### src/rtl/axi_lite_pkg.sv
// Shared AXI-Lite definitions: response codes and the command sequencer state encoding.
package axi_lite_pkg;

  localparam logic [1:0] RespOkay   = 2'b00;
  localparam logic [1:0] RespExOkay = 2'b01;
  localparam logic [1:0] RespSlvErr = 2'b10;
  localparam logic [1:0] RespDecErr = 2'b11;

  typedef enum logic [2:0] {
    StIdle       = 3'd0,
    StRdAddr     = 3'd1,
    StRdData     = 3'd2,
    StWrAddrData = 3'd3,
    StWrResp     = 3'd4,
    StRsp        = 3'd5
  } seq_state_e;

endpackage

### src/rtl/axi_lite_timeout_ctr.sv
// Wait-state watchdog: counts enabled cycles since the last clear and flags expiry at TIMEOUT-1.
module axi_lite_timeout_ctr #(
  parameter int unsigned TIMEOUT = 256,
  parameter int unsigned CNT_W   = 16
) (
  input  logic clk,
  input  logic rst,
  input  logic clear,
  input  logic enable,
  output logic expire
);

  localparam logic [CNT_W-1:0] Limit = (TIMEOUT == 0) ? '0 : CNT_W'(TIMEOUT - 1);

  logic [CNT_W-1:0] cnt_q, cnt_d;

  // TIMEOUT of zero disables the watchdog entirely.
  assign expire = (TIMEOUT != 0) && enable && (cnt_q == Limit);

  always_comb begin
    cnt_d = cnt_q;
    if (clear) begin
      cnt_d = '0;
    end else if (enable && !expire) begin
      cnt_d = cnt_q + CNT_W'(1);
    end
  end

  always_ff @(posedge clk or negedge rst) begin
    if (!rst) begin
      cnt_q <= '0;
    end else begin
      cnt_q <= cnt_d;
    end
  end

endmodule

### src/rtl/axi_lite_cmd_sequencer.sv
// Single-outstanding command sequencer driving an AXI-Lite master's request inputs and enables,
// returning one response (data, RESP, timeout) per accepted command.
module axi_lite_cmd_sequencer
  import axi_lite_pkg::*;
#(
  parameter int unsigned ADDR_W  = 32,
  parameter int unsigned DATA_W  = 32,
  parameter int unsigned TIMEOUT = 256,
  parameter int unsigned CNT_W   = 16
) (
  input  logic              clk,
  input  logic              rst,
  input  logic              cmd_valid,
  output logic              cmd_ready,
  input  logic              cmd_write,
  input  logic [ADDR_W-1:0] cmd_addr,
  input  logic [DATA_W-1:0] cmd_wdata,
  output logic              rsp_valid,
  input  logic              rsp_ready,
  output logic [DATA_W-1:0] rsp_rdata,
  output logic [1:0]        rsp_resp,
  output logic              rsp_timeout,
  output logic [ADDR_W-1:0] mread_address,
  output logic [ADDR_W-1:0] mwrite_address,
  output logic [DATA_W-1:0] mwrite_data,
  output logic              rdaddr_enb,
  output logic              wraddr_enb,
  output logic              wrdata_enb,
  input  logic              ARVALID,
  input  logic              ARREADY,
  input  logic              RVALID,
  input  logic              RREADY,
  input  logic [DATA_W-1:0] RDATA,
  input  logic [1:0]        RRESP,
  input  logic              AWVALID,
  input  logic              AwREADY,
  input  logic              WVALID,
  input  logic              WREADY,
  input  logic              BVALID,
  input  logic              BREADY,
  input  logic [1:0]        BRESP
);

  seq_state_e        state_q, state_d;
  logic [ADDR_W-1:0] rd_addr_q, rd_addr_d, wr_addr_q, wr_addr_d;
  logic [DATA_W-1:0] wr_data_q, wr_data_d, rdata_q, rdata_d;
  logic [1:0]        resp_q, resp_d;
  logic              timeout_q, timeout_d;
  logic              rd_en_q, rd_en_d, wa_en_q, wa_en_d, wd_en_q, wd_en_d;
  logic              aw_done_q, aw_done_d, w_done_q, w_done_d;
  logic              aw_fire, w_fire, abort;
  logic              ctr_clear, ctr_enable, expire;

  assign ctr_enable = (state_q == StRdAddr) || (state_q == StRdData) ||
                      (state_q == StWrAddrData) || (state_q == StWrResp);
  // Any state change restarts the count, so every wait state begins from zero.
  assign ctr_clear  = (state_d != state_q);

  axi_lite_timeout_ctr #(
    .TIMEOUT (TIMEOUT),
    .CNT_W   (CNT_W)
  ) u_timeout_ctr (
    .clk    (clk),
    .rst    (rst),
    .clear  (ctr_clear),
    .enable (ctr_enable),
    .expire (expire)
  );

  assign aw_fire = AWVALID && AwREADY && !aw_done_q;
  assign w_fire  = WVALID && WREADY && !w_done_q;

  always_comb begin
    state_d   = state_q;
    rd_addr_d = rd_addr_q;
    wr_addr_d = wr_addr_q;
    wr_data_d = wr_data_q;
    rdata_d   = rdata_q;
    resp_d    = resp_q;
    timeout_d = timeout_q;
    rd_en_d   = rd_en_q;
    wa_en_d   = wa_en_q;
    wd_en_d   = wd_en_q;
    aw_done_d = aw_done_q;
    w_done_d  = w_done_q;
    abort     = 1'b0;

    unique case (state_q)
      StIdle: begin
        if (cmd_valid) begin
          if (cmd_write) begin
            wr_addr_d = cmd_addr;
            wr_data_d = cmd_wdata;
            wa_en_d   = 1'b1;
            wd_en_d   = 1'b1;
            aw_done_d = 1'b0;
            w_done_d  = 1'b0;
            state_d   = StWrAddrData;
          end else begin
            rd_addr_d = cmd_addr;
            rd_en_d   = 1'b1;
            state_d   = StRdAddr;
          end
        end
      end
      StRdAddr: begin
        if (ARVALID && ARREADY) begin
          rd_en_d = 1'b0;
          state_d = StRdData;
        end else if (expire) begin
          abort = 1'b1;
        end
      end
      StRdData: begin
        if (RVALID && RREADY) begin
          rdata_d = RDATA;
          resp_d  = RRESP;
          state_d = StRsp;
        end else if (expire) begin
          abort = 1'b1;
        end
      end
      StWrAddrData: begin
        if (aw_fire) begin
          aw_done_d = 1'b1;
          wa_en_d   = 1'b0;
        end
        if (w_fire) begin
          w_done_d = 1'b1;
          wd_en_d  = 1'b0;
        end
        if (aw_done_d && w_done_d) begin
          state_d = StWrResp;
        end else if (expire) begin
          abort = 1'b1;
        end
      end
      StWrResp: begin
        if (BVALID && BREADY) begin
          rdata_d = '0;
          resp_d  = BRESP;
          state_d = StRsp;
        end else if (expire) begin
          abort = 1'b1;
        end
      end
      StRsp: begin
        if (rsp_ready) begin
          timeout_d = 1'b0;
          state_d   = StIdle;
        end
      end
      default: state_d = StIdle;
    endcase

    if (abort) begin
      rd_en_d   = 1'b0;
      wa_en_d   = 1'b0;
      wd_en_d   = 1'b0;
      rdata_d   = '0;
      resp_d    = RespSlvErr;
      timeout_d = 1'b1;
      state_d   = StRsp;
    end
  end

  always_ff @(posedge clk or negedge rst) begin
    if (!rst) begin
      state_q   <= StIdle;
      rd_addr_q <= '0;
      wr_addr_q <= '0;
      wr_data_q <= '0;
      rdata_q   <= '0;
      resp_q    <= RespOkay;
      timeout_q <= 1'b0;
      rd_en_q   <= 1'b0;
      wa_en_q   <= 1'b0;
      wd_en_q   <= 1'b0;
      aw_done_q <= 1'b0;
      w_done_q  <= 1'b0;
    end else begin
      state_q   <= state_d;
      rd_addr_q <= rd_addr_d;
      wr_addr_q <= wr_addr_d;
      wr_data_q <= wr_data_d;
      rdata_q   <= rdata_d;
      resp_q    <= resp_d;
      timeout_q <= timeout_d;
      rd_en_q   <= rd_en_d;
      wa_en_q   <= wa_en_d;
      wd_en_q   <= wd_en_d;
      aw_done_q <= aw_done_d;
      w_done_q  <= w_done_d;
    end
  end

  assign cmd_ready      = (state_q == StIdle);
  assign rsp_valid      = (state_q == StRsp);
  assign rsp_rdata      = rdata_q;
  assign rsp_resp       = resp_q;
  assign rsp_timeout    = timeout_q;
  assign mread_address  = rd_addr_q;
  assign mwrite_address = wr_addr_q;
  assign mwrite_data    = wr_data_q;
  assign rdaddr_enb     = rd_en_q;
  assign wraddr_enb     = wa_en_q;
  assign wrdata_enb     = wd_en_q;

endmodule

### config.mk
export PLATFORM = sky130hd
export DESIGN_NAME = axi_lite_cmd_sequencer
export DESIGN_NICKNAME = d
export VERILOG_FILES = /design/src/rtl/axi_lite_pkg.sv /design/src/rtl/axi_lite_timeout_ctr.sv /design/src/rtl/axi_lite_cmd_sequencer.sv
export SDC_FILE = /design/constraint.sdc
export NUM_CORES = 1
export LEC_CHECK = 0
export ABC_CLOCK_PERIOD_IN_PS = 2100
export BUFFER_PORTS_ARGS = -buffer_cell sky130_fd_sc_hd__buf_2
export CAP_MARGIN = 10
export CORE_MARGIN = 2
export CORE_UTILIZATION = 44
export DETAILED_ROUTE_END_ITERATION = 7
export GPL_TIMING_DRIVEN = 0
export PLACE_DENSITY = 0.76
export SLEW_MARGIN = 20
export SYNTH_ARGS = -nofsm -noshare
export SYNTH_HDL_FRONTEND = slang
export SYNTH_SLANG_ARGS = --single-unit
### constraint.sdc
create_clock -name clk -period 2.1 [get_ports clk]
set_input_delay 0.315 -clock clk [delete_from_list [all_inputs] [get_ports clk]]
set_output_delay 0.315 -clock clk [all_outputs]
set_load 0.005 [all_outputs]
Word-level counts from Yosys, hierarchy flattened
Cells that the tools add are included.
- register bits: 155
- latch bits: 0
- memory bits (writable): 0
- bits in read-only memories: 0
- bits of input ports: 115
- word-level logic and storage cells: 113
- memories: 0
- add/sub/neg operators: 1
- multipliers: 0
- div/mod/pow operators: 0
- order comparisons: 0
- equality and inequality tests: 17
- shifts and indexed selects: 0
- muxes and demuxes: 49
- bitwise operators: 1
- reduce and logical (&&, ||, !) cells: 32
- operator list (cell ; number):
    $mux W32 ; 3
    $pmux W32 S2 ; 1
    $mux W16 ; 2
    $mux W1 ; 24
    $mux W3 ; 7
    $pmux W3 S6 ; 1
    $add A16 B1 Y16 const B ; 1
    $eq A16 B8 Y1 const B ; 1
    $ne A3 B2 Y1 const B ; 5
    $reduce_and A3 Y1 ; 4
    $reduce_and A4 Y1 ; 3
    $logic_and A1 B1 Y1 ; 10
    $pmux W1 S2 ; 5
    $reduce_bool A3 Y1 ; 3
    $mux W2 ; 4
    $reduce_bool A2 Y1 ; 4
    $eq A3 B2 Y1 const B ; 2
    $eq A3 B3 Y1 const B ; 2
    $ne A3 B3 Y1 const B ; 2
    $pmux W1 S4 ; 1
    $pmux W2 S2 ; 1
    $eq A3 B1 Y1 const B ; 1
    $logic_not A1 Y1 ; 3
    $logic_not A3 Y1 ; 1
    other kinds (7) ; 9

Depth between registers and ports, before layout
- depth after elaboration: 11
- depth in mapped cells: 8
- gate-level depth less buffers: 7

By module
A second synthesis with hierarchy kept.
- cell total of the unflattened synthesis: 498
- area, all modules: 6585.1 um2
- by module, submodules not included (module ; instances ; cells each ; area an instance (um2) ; seq. area each (um2)):
    axi_lite_cmd_sequencer ; 1 ; 398 ; 5609.1 ; 3478.3
    axi_lite_timeout_ctr ; 1 ; 100 ; 975.9 ; 400.4

Worst setup path after synthesis
OpenSTA, ideal clock, no wires.
- kind: register to register
- from: reg u_timeout_ctr.cnt_q[8]
- to: reg u_timeout_ctr.cnt_q[14]
- setup time: 123 ps
- data arrival time: 2048 ps
- required time: 1977 ps
- slack: -72 ps
- stages on the path, launching flop included: 9
- path buffers: 2
- cells stage by stage: dfrtp_1 buf_6 or4_4 nor3_4 nor2b_4 a21o_4 xor2_4 buf_12 nor3_2
- cells in the longest elaborated chain, start to end: 8
- RTL lines (element ; line ; text):
    from (decl) ; axi_lite_timeout_ctr.sv:15 ; logic [CNT_W-1:0] cnt_q, cnt_d;
    from (signal assigned) ; axi_lite_timeout_ctr.sv:33 ; cnt_q <= cnt_d;
    $eq A16 B8 Y1 (*) ; axi_lite_timeout_ctr.sv:18 ; assign expire = (TIMEOUT != 0) && enable && (cnt_q == Limit);
    $logic_and A1 B1 Y1 (*) ; axi_lite_timeout_ctr.sv:18 ;
    $mux W1 (*) ; n/a ;
    $mux W1, on equally long branches ; n/a ;
    $pmux W1 S4 (*) ; axi_lite_cmd_sequencer.sv:88 ; unique case (state_q)
    $mux W3 (*) ; axi_lite_cmd_sequencer.sv:156 ; if (abort) begin
    named net state_d[0] ; axi_lite_cmd_sequencer.sv:44 ; seq_state_e state_q, state_d;
    $ne A3 B3 Y1 (*) ; axi_lite_cmd_sequencer.sv:57 ; assign ctr_clear = (state_d != state_q);
    $mux W16 / $reduce_bool A2 Y1 (equally long branches) ; n/a ;
The timed path passes the listed nets; every way through them passes the cells marked *. The select of a mux whose other input is x is not followed.
A chain may end at the register's enable or synchronous reset.

Worst setup path in the final report
- from: reg u_timeout_ctr.cnt_q[13]
- to: reg u_timeout_ctr.cnt_q[11]
Same word-level chain as after synthesis.

==> impl_metrics.json <==
{
  "grt_pass1_wl_microns": 27940,
  "layoutNonFillerInstCount": 1108,
  "worstReg2RegEnd": "u_timeout_ctr.cnt_q[11]$_DFFE_PN0P_",
  "rsz0062_at_grt": "true",
  "distinct_cells_synth": 45,
  "leakagePower_uw": 0.004667,
  "final_period_minus_worst_setup_slack_ns": 2.118,
  "share_clk_of_total_power_pct": 22.9,
  "power_frac_seq_pct": 38.6,
  "total_of_endpoints_with_negative_setup_slack_in_the_final_report": 10,
  "detailedRoute.firstIterationViolations": 334,
  "synth_enable_flop_cells": 0,
  "placeableCoreArea_sq_mm": 0.01442,
  "p_switching_uw": 4344,
  "ys_ff_latch": 155,
  "comb_power_share_pct": 38.5,
  "antenna_cells": 0,
  "remaining_drc_errors": 0,
  "hpwl_microns": 12160,
  "yosys_warnings": 0,
  "power_report.internal_total_uw": 8405,
  "chipHeight_microns": 125.2,
  "die_width_microns": 125.2,
  "holdCritPathClass": "in2reg",
  "worst_skew_late_latency_ns": 0.41,
  "critical_path.cell_chain": "or4_4 > nor3_4 > nor2b_4 > a21o_4 > xor2_4 > buf_6 > buf_12 > nor3_2",
  "antenna_found_initial": 0,
  "timing.rr.start": "u_timeout_ctr.cnt_q[13]$_DFFE_PN0P_",
  "crit_type": "reg2reg",
  "ctsLongestPathBuffers": 2,
  "routed_length_per_placed_instance_microns": 15.40,
  "cts_htree_levels": 4,
  "layout-area-overhead-vs-synth_pct": 36.59,
  "switching_share_pct": 34.07,
  "critPathRequiredTime_ns": 2.40,
  "cts.reportedPaths.clkPinSlew_ns": 0.06,
  "critical_path.slowest_cell": "sky130_fd_sc_hd__or4_4",
  "hold_start": "cmd_wdata[6]",
  "critical_path_fanouts_max": 5,
  "ctsRootBufferMaster": "sky130_fd_sc_hd__clkbuf_16",
  "drive_gt1_share_pct": 41.88,
  "crit_path_end_kind": "register",
  "finalWirelength_microns": 17070,
  "dr.pass1.iters": 5,
  "rows": 44,
  "finalCritPeriodShare_pct": 100.9,
  "finalClockSkew_ns": 0.006685,
  "failed_checks": "negative setup slack",
  "rrSetupSlack_ns": -0.02,
  "ff2ff_path_depth": 8,
  "postSynthAreaPerCell_sq_um": 10.35,
  "synth_area_leader_cell": "sky130_fd_sc_hd__dfrtp_1",
  "seq_area_frac_synth_pct": 60.04,
  "crit_path_max_incr_delay_ns": 0.55,
  "place.detailed.instances": 1059,
  "numCtsBuffers": 17,
  "synthMostInstantiatedCell": "sky130_fd_sc_hd__nand2_1",
  "clock.fmax_mhz": 472.1,
  "pre_cts_slack_ns": -0.6990,
  "ir_worst_vdd_mv": 0.6842,
  "fill_cells": 1232,
  "detail_route.vias_per_cell": 4.990,
  "cts_tree": "built",
  "netlist_instances": 624,
  "number_of_global_route_vias_before_repair": 5660,
  "max_slew.worst_pin.slew_ns": 0.5834,
  "powerDensity_mw_per_mm2": 1445,
  "overflow": 0,
  "gr-usage-all-layers_pct": 22.19,
  "final_net_count": 1027,
  "clock-sinks": 155,
  "maxCapViolCount": 0,
  "run_status": "finished, violations left",
  "ys.flop_type": "sky130_fd_sc_hd__dfrtp_1",
  "finalSetupTns_ns": -0.1247,
  "critPathLaunchType": "register",
  "synth_top_area_share_pct": 60.04,
  "floorplan.die_area_sq_mm": 0.01567,
  "final_critical_path_setup_slack_ns": -0.01838,
  "syn_nets": 740,
  "finalHoldViolCount": 0,
  "min_to": "mwrite_data[6]$_DFFE_PN0P_",
  "hold-worst-slack_ns": 0.09091,
  "critical_path_arrival_ns": 2.42,
  "detailroute.via_count": 5529,
  "worst-path-stages": 8,
  "num_io_pins": 251,
  "netlist_top_cells_count": "sky130_fd_sc_hd__nand2_1 (207), sky130_fd_sc_hd__dfrtp_1 (155), sky130_fd_sc_hd__nor2_1 (44)",
  "gpl_wtd_cong": 0.8084,
  "buffer_ports.inserted": 250,
  "critical_path.top_delay_family": "simple AND/OR/NAND/NOR gates",
  "timing.critical_path.buf_inv": 2,
  "slew_violations": 0,
  "syn-cell-area_sq_mm": 0.006460,
  "maximum_number_of_pins_on_one_net_before_global_route_repair": 81,
  "synth.top_cells.by_area": "sky130_fd_sc_hd__dfrtp_1 (60%), sky130_fd_sc_hd__nand2_1 (12%), sky130_fd_sc_hd__mux2_2 (5.8%)",
  "floorplan.initialDensity_pct": 44.79,
  "worstHoldPathCells": 3,
  "slew_headroom_pct": 61.10,
  "route.antenna.remaining_nets": 0,
  "synthArstFlopShare_pct": 100.0
}
==> how the worst max path moves through the flow <==
stage,start,endpoint,slack (ns)
2_1_floorplan,u_timeout_ctr.cnt_q[13]$_DFFE_PN0P_,u_timeout_ctr.cnt_q[7]$_DFFE_PN0P_,-0.07
3_3_place_gp,rst,rsp_rdata[4]$_DFFE_PN0P_,-1.59
3_5_place_dp,state_q[0]$_DFF_PN0_,mwrite_address[15]$_DFFE_PN0P_,-0.70
4_1_cts,u_timeout_ctr.cnt_q[10]$_DFFE_PN0P_,u_timeout_ctr.cnt_q[7]$_DFFE_PN0P_,-0.02
5_1_grt,u_timeout_ctr.cnt_q[13]$_DFFE_PN0P_,u_timeout_ctr.cnt_q[7]$_DFFE_PN0P_,-0.08
6_report,u_timeout_ctr.cnt_q[13]$_DFFE_PN0P_,u_timeout_ctr.cnt_q[11]$_DFFE_PN0P_,-0.02
==> layout by cell type (no fill, tap or decap), types with 4 or more instances in the layout <==
cell and instances:
sky130_fd_sc_hd__a21oi_1 8, sky130_fd_sc_hd__a22oi_1 33, sky130_fd_sc_hd__and3_1 5, sky130_fd_sc_hd__buf_2 255, sky130_fd_sc_hd__buf_4 15, sky130_fd_sc_hd__buf_6 9
sky130_fd_sc_hd__clkbuf_1 14, sky130_fd_sc_hd__clkbuf_16 17, sky130_fd_sc_hd__clkbuf_2 4, sky130_fd_sc_hd__clkbuf_4 4, sky130_fd_sc_hd__clkinv_2 4, sky130_fd_sc_hd__dfrtp_1 154
sky130_fd_sc_hd__mux2_2 33, sky130_fd_sc_hd__nand2_1 207, sky130_fd_sc_hd__nand3_1 12, sky130_fd_sc_hd__nand3b_1 4, sky130_fd_sc_hd__nand4_1 4, sky130_fd_sc_hd__nor2_1 43
sky130_fd_sc_hd__nor2b_1 4, sky130_fd_sc_hd__nor3_2 15, sky130_fd_sc_hd__o21ai_0 6, sky130_fd_sc_hd__o22ai_1 4, sky130_fd_sc_hd__xnor2_1 9, sky130_fd_sc_hd__xor2_1 5
==> repair_timing <==
item / 4_1_cts / 5_1_grt
resized for setup: 23 / 33
setup endpoints to repair: 155 / 99
pin swaps: 8 / 3
hold buffers: 1 / 0
buffers inserted: 15 / 3
hold endpoints to repair: 75 / 0
gates cloned: 1 / 0
==> registers in the layout, indices dropped and copies added, names as in the netlist <==
name                 count
wraddr_enb               1
u_timeout_ctr.cnt_q     16
aw_done_q                1
wrdata_enb               1
mwrite_data             32
mwrite_address          32
rdaddr_enb               1
state_q                  3
mread_address           32
rsp_rdata               32
rsp_resp                 2
rsp_timeout              1
w_done_q                 1
==> metrics by stage <==
| step | total power [uW] | cell area, sq um | utilization, % |
|---|---|---|---|
| final | 12750 | 8823 | 61.17 |
| after CTS | 12920 | 8766 | 60.77 |
| after detailed placement | 9307 | 7979 | 55.32 |
| after global placement | 9161 | 7941 | 55.06 |
| after global routing | 13640 | 8823 | 61.17 |
| after floorplan | 7287 | 6460 | - |
==> area by class of cell <==
class / instances / area [sq um] / area share (%)
Buffer: 34 / 224.0 / 2.538
Clock buffer: 22 / 474.2 / 5.374
Clock inverter: 10 / 90.09 / 1.021
Inverter: 3 / 11.26 / 0.1276
Multi-Input combinational cell: 430 / 2465 / 27.94
Sequential cell: 155 / 3880 / 43.97
Tap cell: 184 / 230.2 / 2.609
Timing Repair Buffer: 270 / 1449 / 16.42
==> cells by family (layout without fill, tap and decap cells) <==
logic type	Yosys count	in the layout	synth area share, %
xor gates and xnor gates	15	15	2.324
and+or+nand+nor	320	320	22.06
muxes	35	35	6.062
buffers and inverters	39	339	2.905
DFF	155	155	60.04
adders and majority gates	1	1	0.1937
AOI/OAI and AO/OA	59	59	6.411
==> worst min-delay path: stages <==
cell	delay, ns
sky130_fd_sc_hd__buf_2	0.07
sky130_fd_sc_hd__nand2_1	0.04
sky130_fd_sc_hd__nand2_1	0.04
==> power groups by stage <==
| stage | combinational [uW] | clock (uW) | sequential (uW) |
|---|---|---|---|
| 6_report | 4910 | 2920 | 4920 |
| 3_5_place_dp | 4400 | 0 | 4900 |
| 3_3_place_gp | 4280 | 0 | 4880 |
| 2_1_floorplan | 2260 | 0 | 5020 |
| 5_1_grt | 5440 | 3120 | 5080 |
| 4_1_cts | 5040 | 2970 | 4920 |
==> per-layer routing <==
layer	vias to the layer above	routed length [microns]	GRT usage, %
met5	-	0	0
met4	0	374	7.778
met3	32	1458	8.301
met2	185	8274	36.09
met1	2678	6959	27.38
li1	2634	-	-
No activity file was read; power rests on OpenSTA's default activity.
